$ cat src/rtl/aligner_pkg.sv
// aligner_pkg: base codes, sizes, FSM states and mismatch scoring shared by the candidate scorer
package aligner_pkg;
  localparam int BASE_W = 2;
  localparam logic [BASE_W-1:0] BASE_A = 2'b00;
  localparam logic [BASE_W-1:0] BASE_G = 2'b01;
  localparam logic [BASE_W-1:0] BASE_C = 2'b10;
  localparam logic [BASE_W-1:0] BASE_T = 2'b11;
  localparam int READ_BASES = 8;
  localparam int WIN_BASES = 10;
  localparam int IDX_W = 8;
  typedef enum logic [1:0] {IDLE, LOAD, SCORE, REPORT} state_t;
  function automatic logic [3:0] base_mismatch_count(
    input logic [BASE_W*READ_BASES-1:0] read,
    input logic [BASE_W*WIN_BASES-1:0] window,
    input logic [1:0] shift
  );
    logic [BASE_W*READ_BASES-1:0] w;
    logic [3:0] n;
    w = (BASE_W*READ_BASES)'(window >> (BASE_W * shift));
    n = '0;
    for (int i = 0; i < READ_BASES; i++)
      n = n + 4'(read[BASE_W*i +: BASE_W] != w[BASE_W*i +: BASE_W]);
    return n;
  endfunction
endpackage

$ cat src/rtl/cand_fifo.sv
// cand_fifo: synchronous candidate FIFO with flush, occupancy count and full/empty flags
module cand_fifo #(
  parameter int W = 28,
  parameter int D = 4
) (
  input  logic                 clk,
  input  logic                 reset,
  input  logic                 clear,
  input  logic                 push,
  input  logic                 pop,
  input  logic [W-1:0]         din,
  output logic [W-1:0]         dout,
  output logic                 full,
  output logic                 empty,
  output logic [$clog2(D):0]   count
);
  localparam int AW = $clog2(D);
  logic [W-1:0] mem [D];
  logic [AW-1:0] wp, rp;
  logic do_push, do_pop;
  assign do_push = push && !full;
  assign do_pop = pop && !empty;
  assign full = count == (AW+1)'(D);
  assign empty = count == '0;
  assign dout = mem[rp];
  always_ff @(posedge clk or posedge reset)
    if (reset) begin
      wp <= '0;
      rp <= '0;
      count <= '0;
    end else if (clear) begin
      wp <= '0;
      rp <= '0;
      count <= '0;
    end else begin
      wp <= wp + AW'(do_push);
      rp <= rp + AW'(do_pop);
      count <= count + (AW+1)'(do_push) - (AW+1)'(do_pop);
    end
  always_ff @(posedge clk)
    if (do_push) mem[wp] <= din;
endmodule

$ cat src/rtl/candidate_scorer.sv
// candidate_scorer: scores buffered reference windows against a short read and reports the best hit
module candidate_scorer
  import aligner_pkg::*;
#(
  parameter int FIFO_DEPTH = 4,
  parameter int MAX_MISMATCH = 2
) (
  input  logic                          clk,
  input  logic                          reset,
  input  logic                          start,
  input  logic [BASE_W*READ_BASES-1:0]  shortread,
  input  logic                          cand_valid,
  output logic                          cand_ready,
  input  logic [IDX_W-1:0]              cand_index,
  input  logic [BASE_W*WIN_BASES-1:0]   cand_sequence,
  input  logic                          stream_end,
  output logic                          best_valid,
  output logic [IDX_W-1:0]              best_index,
  output logic [3:0]                    best_mismatch,
  output logic                          best_found,
  output logic                          busy
);
  localparam int CW = IDX_W + BASE_W*WIN_BASES;
  localparam int SHIFTS = WIN_BASES - READ_BASES + 1;
  state_t state, nxt;
  logic [BASE_W*READ_BASES-1:0] rd;
  logic [IDX_W-1:0] w_idx;
  logic [BASE_W*WIN_BASES-1:0] w_seq;
  logic [1:0] s;
  logic [3:0] score;
  logic [CW-1:0] head;
  logic [$clog2(FIFO_DEPTH):0] count;
  logic end_pending, full, empty, last;
  cand_fifo #(.W(CW), .D(FIFO_DEPTH)) u_fifo (
    .clk(clk), .reset(reset), .clear(start), .push(cand_valid && !full), .pop(state == LOAD),
    .din({cand_index, cand_sequence}), .dout(head), .full(full), .empty(empty), .count(count)
  );
  assign cand_ready = count != ($clog2(FIFO_DEPTH)+1)'(FIFO_DEPTH);
  assign score = base_mismatch_count(rd, w_seq, s);
  assign best_found = best_mismatch <= 4'(MAX_MISMATCH);
  always_comb begin
    last = state == SCORE && s == 2'(SHIFTS-1);
    nxt = state == LOAD ? SCORE :
          state == REPORT ? IDLE :
          (state == SCORE && !last) ? SCORE :
          !empty ? LOAD :
          end_pending ? REPORT : IDLE;
  end
  always_ff @(posedge clk or posedge reset)
    if (reset) begin
      state <= IDLE;
      rd <= '0;
      w_idx <= '0;
      w_seq <= '0;
      s <= '0;
      end_pending <= 1'b0;
      busy <= 1'b0;
      best_valid <= 1'b0;
      best_index <= '0;
      best_mismatch <= 4'hF;
    end else if (start) begin
      state <= IDLE;
      rd <= shortread;
      end_pending <= 1'b0;
      busy <= 1'b1;
      best_valid <= 1'b0;
      best_index <= '0;
      best_mismatch <= 4'hF;
    end else begin
      state <= nxt;
      best_valid <= nxt == REPORT;
      end_pending <= (end_pending || stream_end) && state != REPORT;
      if (nxt == REPORT) busy <= 1'b0;
      if (state == LOAD) begin
        {w_idx, w_seq} <= head;
        s <= '0;
      end
      if (state == SCORE) begin
        s <= s + 2'd1;
        if (score < best_mismatch) begin
          best_mismatch <= score;
          best_index <= w_idx + IDX_W'(s);
        end
      end
    end
endmodule

$ cat config.mk
export PLATFORM = sky130hd
export DESIGN_NAME = candidate_scorer
export DESIGN_NICKNAME = d
export VERILOG_FILES = /design/src/rtl/aligner_pkg.sv /design/src/rtl/cand_fifo.sv /design/src/rtl/candidate_scorer.sv
export SDC_FILE = /design/constraint.sdc
export NUM_CORES = 1
export LEC_CHECK = 0
export CORE_AREA = 2 2 124 126
export CTS_CLUSTER_SIZE = 12
export DETAILED_ROUTE_END_ITERATION = 10
export DIE_AREA = 0 0 126 128
export MAX_ROUTING_LAYER = met4
export PLACE_DENSITY_LB_ADDON = 0.25
export SETUP_SLACK_MARGIN = 0.1
export SLEW_MARGIN = 30
export SYNTH_ARGS = -nofsm -noshare
export SYNTH_HDL_FRONTEND = slang
export SYNTH_HIERARCHICAL = 1
export SYNTH_SLANG_ARGS = --single-unit
$ cat constraint.sdc
create_clock -name clk -period 6.9 [get_ports clk]
set_clock_uncertainty 0.15 [all_clocks]
set_input_delay 1.38 -clock clk [delete_from_list [all_inputs] [get_ports clk]]
set_output_delay 1.38 -clock clk [all_outputs]
set_load 0.01 [all_outputs]
After elaboration in Yosys (flattened, before gate mapping)
Memory sizes are Yosys's and may differ from the RTL's. A register that Yosys moved wholly into a read port is not among the register bits. Cells that the tools add are included.

Add/subtract/negate cells: 13. $lt $le $gt $ge: 2. Equal/unequal tests: 16. Shift-type cells: 1. Muxes and demuxes: 23. Bitwise logic cells: 1. Reductions and logical operators: 18.

Operators by type and width (number): 8-bit 2-to-1 mux (3); 2-bit 2-to-1 mux (10); 20-bit by 3-bit >> shifter with 16-bit output (1); 4-bit by 1-bit adder with 4-bit output (4); 2-bit inequality test (8); 4-bit 2-to-1 mux (3); 8-bit by 2-bit adder with 8-bit output (1); 2-bit == test (second input constant) (4); 2-bit nonzero test (4); 1-bit logical AND (6); 1-bit 2-to-1 mux (6); 2-bit AND reduction (3); 2-bit by 1-bit adder with 2-bit output (2); 3-bit by 1-bit adder with 4-bit output (1); 4-bit by 2-bit less-or-equal comparator with 1-bit output (second input constant) (1); 4-bit < comparator (1); 2-bit by 1-bit adder with 3-bit output (1); 3-bit by 1-bit adder with 3-bit output (1); 3-bit == test (second input constant) (1); 1-bit logical NOT (3); 3-bit logical NOT (1); 3-bit 2-to-1 mux (1); 3-bit inequality test (second input constant) (1); 3-bit by 1-bit subtractor with 3-bit output (1); 6 further kinds (6).

Bits in registers: 42. Memory bits (writable): 112. Input bits: 49. Output and inout bits: 16. Memories: 1.

Memory list: u_fifo.mem (words 4, bits a word 28, read ports 1, clocked after memory_dff 1, write ports 1, line cand_fifo.sv:18) `logic [W-1:0] mem [D];`.

Logic depth before layout (Yosys ltp)
Depth in word-level cells: 13. Gate-level depth with buffers: 20. Mapped depth without buffers: 17.

Cells and area by module
The synthesis kept the hierarchy.

Modules (own cells, without submodules): cand_fifo (instances 1, cells an instance 180, area each 4495.6 sq um, seq. area each 3538.4 sq um); candidate_scorer (instances 1, cells an instance 276, area each 3503.4 sq um, seq. area each 1581.5 sq um).

Worst setup path after synthesis
No wires, ideal clock.

Kind: input port to flip-flop. Start point: in cand_valid. End point: mem u_fifo.mem[0][0] (enable). Data arrival time: 4.601 ns. Data required time: 6.256 ns. Slack: 1.655 ns. Cell stages on the path: 2. Buffers on the path: 0. Cells stage by stage: nor2b_1 nor4b_1.

Longest elaborated chain between the ends: 4.

Ends and longest elaborated chain: from (decl) (line candidate_scorer.sv:12) `input logic cand_valid,`; 1-bit logical AND (line candidate_scorer.sv:35) `.clk(clk), .reset(reset), .clear(start), .push(cand_valid && !full), .pop(state == LOAD),`; 1-bit logical AND (line cand_fifo.sv:21) `assign do_push = push && !full;`; 1-bit 2-to-1 mux (line cand_fifo.sv:41) `if (do_push) mem[wp] <= din;`; 1-bit 2-to-1 mux (not written as such) (line cand_fifo.sv:41); to (decl) (line cand_fifo.sv:18).

No other way between the ends.

Worst setup path after layout
Start point: reg s[0]. End point: reg best_index[2].

Longest elaborated chain between the ends: 12. Elaborated cells on any way between the ends: 23. Those cells by class: 8 x add/sub; 1 x order compare; 8 x eq/ne; 1 x shift; 3 x mux; 2 x reduce/logical.

Ends and longest elaborated chain: from (decl) (line candidate_scorer.sv:29) `logic [1:0] s;`; from (signal assigned) (line candidate_scorer.sv:79) `s <= s + 2'd1;`; 20-bit by 3-bit >> shifter with 16-bit output (line aligner_pkg.sv:19) `w = (BASE_W*READ_BASES)'(window >> (BASE_W * shift));`; 2-bit inequality test (line aligner_pkg.sv:22) `n = n + 4'(read[BASE_W*i +: BASE_W] != w[BASE_W*i +: BASE_W]);`; 1-bit by 1-bit adder with 2-bit output (line aligner_pkg.sv:22); 2-bit by 1-bit adder with 3-bit output (line aligner_pkg.sv:22); 3-bit by 1-bit adder with 4-bit output (line aligner_pkg.sv:22); 4-bit by 1-bit adder with 4-bit output (4 in series) (line aligner_pkg.sv:22); 4-bit < comparator (line candidate_scorer.sv:80) `if (score < best_mismatch) begin`; 2-bit nonzero test (no source line); 2-bit AND reduction (no source line); to (signal assigned) (line candidate_scorer.sv:82) `best_index <= w_idx + IDX_W'(s);`; to (decl) (line candidate_scorer.sv:18) `output logic [IDX_W-1:0] best_index,`.

Several ways; a longest one is shown, not always the timed one. The select of a mux whose other input is x is not followed. A chain may end at the register's enable or synchronous reset.

==> summary.txt <==
Run status
  • Status: completed

Placement
  • Post-DP HPWL: around 9.0 mm
  • Routability-driven placement congestion ratio: approximately 0.82
  • Port bufs: 64
  • Placed Instances: between 600 and 700

Floorplan
  • I/O pins: 65
  • Starting Density: 0.538
  • Die extent in x: 126 um
  • Floorplan row count: 45
  • Die area: ~16000 um^2
  • Core ar.: roughly 15000 um^2
  • DIE HEIGHT: between 100 and 150 um

Synthesis
  • Biggest area consumer among synthesized cells: edfxtp_1
  • #FFs+latches synth: between 150 and 200
  • Synth top area share: 0.420
  • Mapped Area: 8000 um^2
  • Register area share after synthesis: 0.640
  • Synthesis Warnings: 6
  • Library cells used by synthesis: 49
  • Mapped Nets: about 530
  • Post-synth ARST share: 0.385
  • EDFF count, synth: 112
  • Top post-synthesis cells by area: edfxtp_1, dfrtp_1, mux4_2
  • Main synth FF type: edfxtp_1
  • Syn_area_per_cell: between 15 and 20 um^2
  • Cells after Synth: 456

Clock tree
  • CTS resizes: 0
  • H-tree Lvls: 4
  • Total CTS buffers: 17
  • Clock latency on the worst-skew pair: between 0.4 and 0.5 ns
  • Hold buffers post-CTS: 0
  • Worst-path clk slew: ~0.07 ns
  • Post-CTS Setup Bufs: 0
  • Clk root buf: clkbuf_16
  • CTS tree: built
  • CTS Sinks: roughly 180
  • Clk buf depth: 2

STA
  • Final Max Slew Viols: 0
  • Setup violators final: 0
  • Final worst path period share: 0.872
  • Setup TNS: 0 ns
  • RSZ-0062 raised after global routing: false
  • Slew headroom: 0.349
  • Tightest Pin Transition: between 0.9 and 1 ns
  • Max Freq: about 170 MHz
  • Final min period: 6.02 ns
  • Final hold violation count: 0

Final layout
  • Multi-input logic area: 2710 um^2
  • Number of nets in the layout: approximately 600
  • Layout cell share with drive strength beyond 1: 0.168
  • Post-Layout Cell Count: about 730
  • Synthesis-to-layout area growth: 17.9%
  • Filler cells: roughly 1100
  • Seq. cell area: 5120 um^2
  • Antenna cells: 0

Drt
  • Via/cell ratio: between 5 and 6
  • DRT iter0 DRCs: roughly 260
  • Residual DRC count: 0
  • Post-DRT Antenna Nets: 0
  • WL final: roughly 14 mm
  • Via Count: 4131
  • DR pass1 iterations: 4
  • DR WL/cell: around 19 um

Power and ir drop
  • Pwr Density: 513 nW/um^2
  • LEAKAGE: approximately 3.4 nW
  • VDD IR-drop max: 385 uV
  • Tot Pwr: about 0.0048 W

Setup path
  • R2r startpoint: s[0]$_DFFE_PP0P_
  • FF-to-FF End: best_index[2]$_DFFE_PP0P_
  • Crit. End Element: flip-flop
  • Critical Path AT: 6.20 ns
  • Critical Path Start: s[0]$_DFFE_PP0P_
  • Worst path required time: a little over 7 ns
  • Worst-path fanout max: 18
  • Worst Setup Start Kind: flip-flop
  • R2r setup slk: 0.88 ns
  • Worst setup endpoint: best_index[2]$_DFFE_PP0P_
  • Worst r2r path cells: 16
  • Crit Path Category: reg -> reg

Global routing
  • Largest net degree at the start of global routing: 64
  • Initial antenna violation count: 0
  • Gr usage total: 0.191
  • Total congestion overflow: 0
  • First-pass GRT wire length: around 23 mm
  • Vias in the first global route: ~4200

Hold path
  • Worst Hold Class: reg -> reg

Run
  • MaxCap Viol Count: 0
==> worst min-delay path by stage <==
stage / start / endpoint / slack [ns] / cells past startpoint
6_report: w_seq[19]$_DFFE_PP0P_ / w_seq[19]$_DFFE_PP0P_ / 0.35 / 1
5_1_grt: w_seq[19]$_DFFE_PP0P_ / w_seq[19]$_DFFE_PP0P_ / 0.38 / 1
4_1_cts: w_seq[0]$_DFFE_PP0P_ / w_seq[0]$_DFFE_PP0P_ / 0.36 / 1
3_5_place_dp: w_seq[0]$_DFFE_PP0P_ / w_seq[0]$_DFFE_PP0P_ / 0.34 / 1
3_3_place_gp: busy$_DFFE_PP0P_ / busy$_DFFE_PP0P_ / 0.32 / 2
2_1_floorplan: w_seq[0]$_DFFE_PP0P_ / w_seq[0]$_DFFE_PP0P_ / 0.30 / 1
==> cells by family (layout without fill, tap and decap cells) <==
group | count (synthesis) | count (layout) | share of synthesized area
muxes | 96 | 96 | 0.184
DFF | 182 | 182 | 0.640
adders and majority gates | 22 | 22 | 0.0400
and+or+nand+nor | 62 | 62 | 0.0463
AOI/OAI and AO/OA | 35 | 35 | 0.0338
xor gates and xnor gates | 26 | 26 | 0.0302
buffers and inverters | 33 | 120 | 0.0257
==> area by class of cell <==
cell class / count / area share
Sequential cell: 182 / 0.543
Clock buffer: 17 / 0.0451
Multi-Input combinational cell: 241 / 0.288
Timing Repair Buffer: 73 / 0.0751
Inverter: 15 / 0.00650
Tap cell: 188 / 0.0249
Clock inverter: 15 / 0.0176
==> worst max-delay path: stages (launching register included) <==
cell,delay (ns)
dfrtp_1,0.85
mux4_2,0.60
xnor2_1,0.15
nand2_1,0.09
fa_1,0.52
fa_1,0.54
inv_1,0.05
fa_1,0.53
inv_1,0.04
ha_1,0.21
fa_1,0.38
xor2_1,0.20
ha_1,0.25
or2_1,0.22
a21oi_1,0.78
nor3_1,0.09
a211oi_1,0.26
==> registers in the layout, indices dropped and copies added, names as in the netlist <==
name,flops
w_idx,8
w_seq,20
best_mismatch,4
rd,16
s,2
u_fifo/rp,2
u_fifo/wp,2
state,2
end_pending,1
u_fifo/mem,112
busy,1
best_valid,1
u_fifo/count,3
best_index,8
==> report_power, final <==
| part | switching, W | internal, W | leakage (nW) |
|---|---|---|---|
| registers | 0.000186 | 0.00142 | 1.88 |
| clock network | 0.000439 | 0.000515 | 0.292 |
| logic | 0.00119 | 0.00108 | 1.25 |
| total | 0.00182 | 0.00302 | 3.42 |
==> Yosys cell counts (all sizes together), types with 2 or more instances <==
master  number
nor2        13
edfxtp     112
xnor2       19
nor3         6
nor4bb       2
o22ai        2
nand2b       3
dfrtp       66
fa           6
nand2       13
a21oi        9
o21ai        9
mux2i       18
mux4        34
xor2         6
a211oi       3
ha          16
inv         14
o31ai        5
or3          2
dfstp        4
o211ai       3
mux2        44
buf         17
nand3        6
nor2b       11
==> stage by stage <==
step / hold WS, ns / utilization / cell area, um^2 / worst slack, ns
final: 0.352 / 0.634 / 9430 / 0.883
after floorplan: 0.303 / - / 8000 / 1.66
after global routing: 0.383 / 0.634 / 9430 / 0.522
after global placement: 0.324 / 0.595 / 8840 / 1.02
after CTS: 0.357 / 0.634 / 9430 / 0.836
after detailed placement: 0.339 / 0.595 / 8840 / 0.858
==> per-layer routing <==
layer	up-vias	share of wire	GRT usage
li1	1900	-	-
met1	2108	0.48	0.262
met2	106	0.46	0.287
met3	17	0.040	0.0501
met4	0	0.014	0.0549
met5	-	0	-
==> layout by cell type, fill, tap and decap left out, types with 7 or more instances in the layout <==
| cell | Yosys | final |
|---|---|---|
| buf_4 | 5 | 9 |
| clkbuf_16 | 0 | 17 |
| clkdlybuf4s50_1 | 0 | 64 |
| dfrtp_1 | 66 | 66 |
| edfxtp_1 | 112 | 112 |
| ha_1 | 16 | 16 |
| inv_1 | 13 | 12 |
| mux2_1 | 44 | 44 |
| mux2i_1 | 18 | 18 |
| mux4_1 | 8 | 8 |
| mux4_2 | 26 | 26 |
| nand2_1 | 12 | 12 |
| nor2_1 | 13 | 13 |
| nor2b_1 | 11 | 10 |
| o21ai_1 | 7 | 7 |
| xnor2_1 | 19 | 19 |
Power figures use the tool's default switching activity.
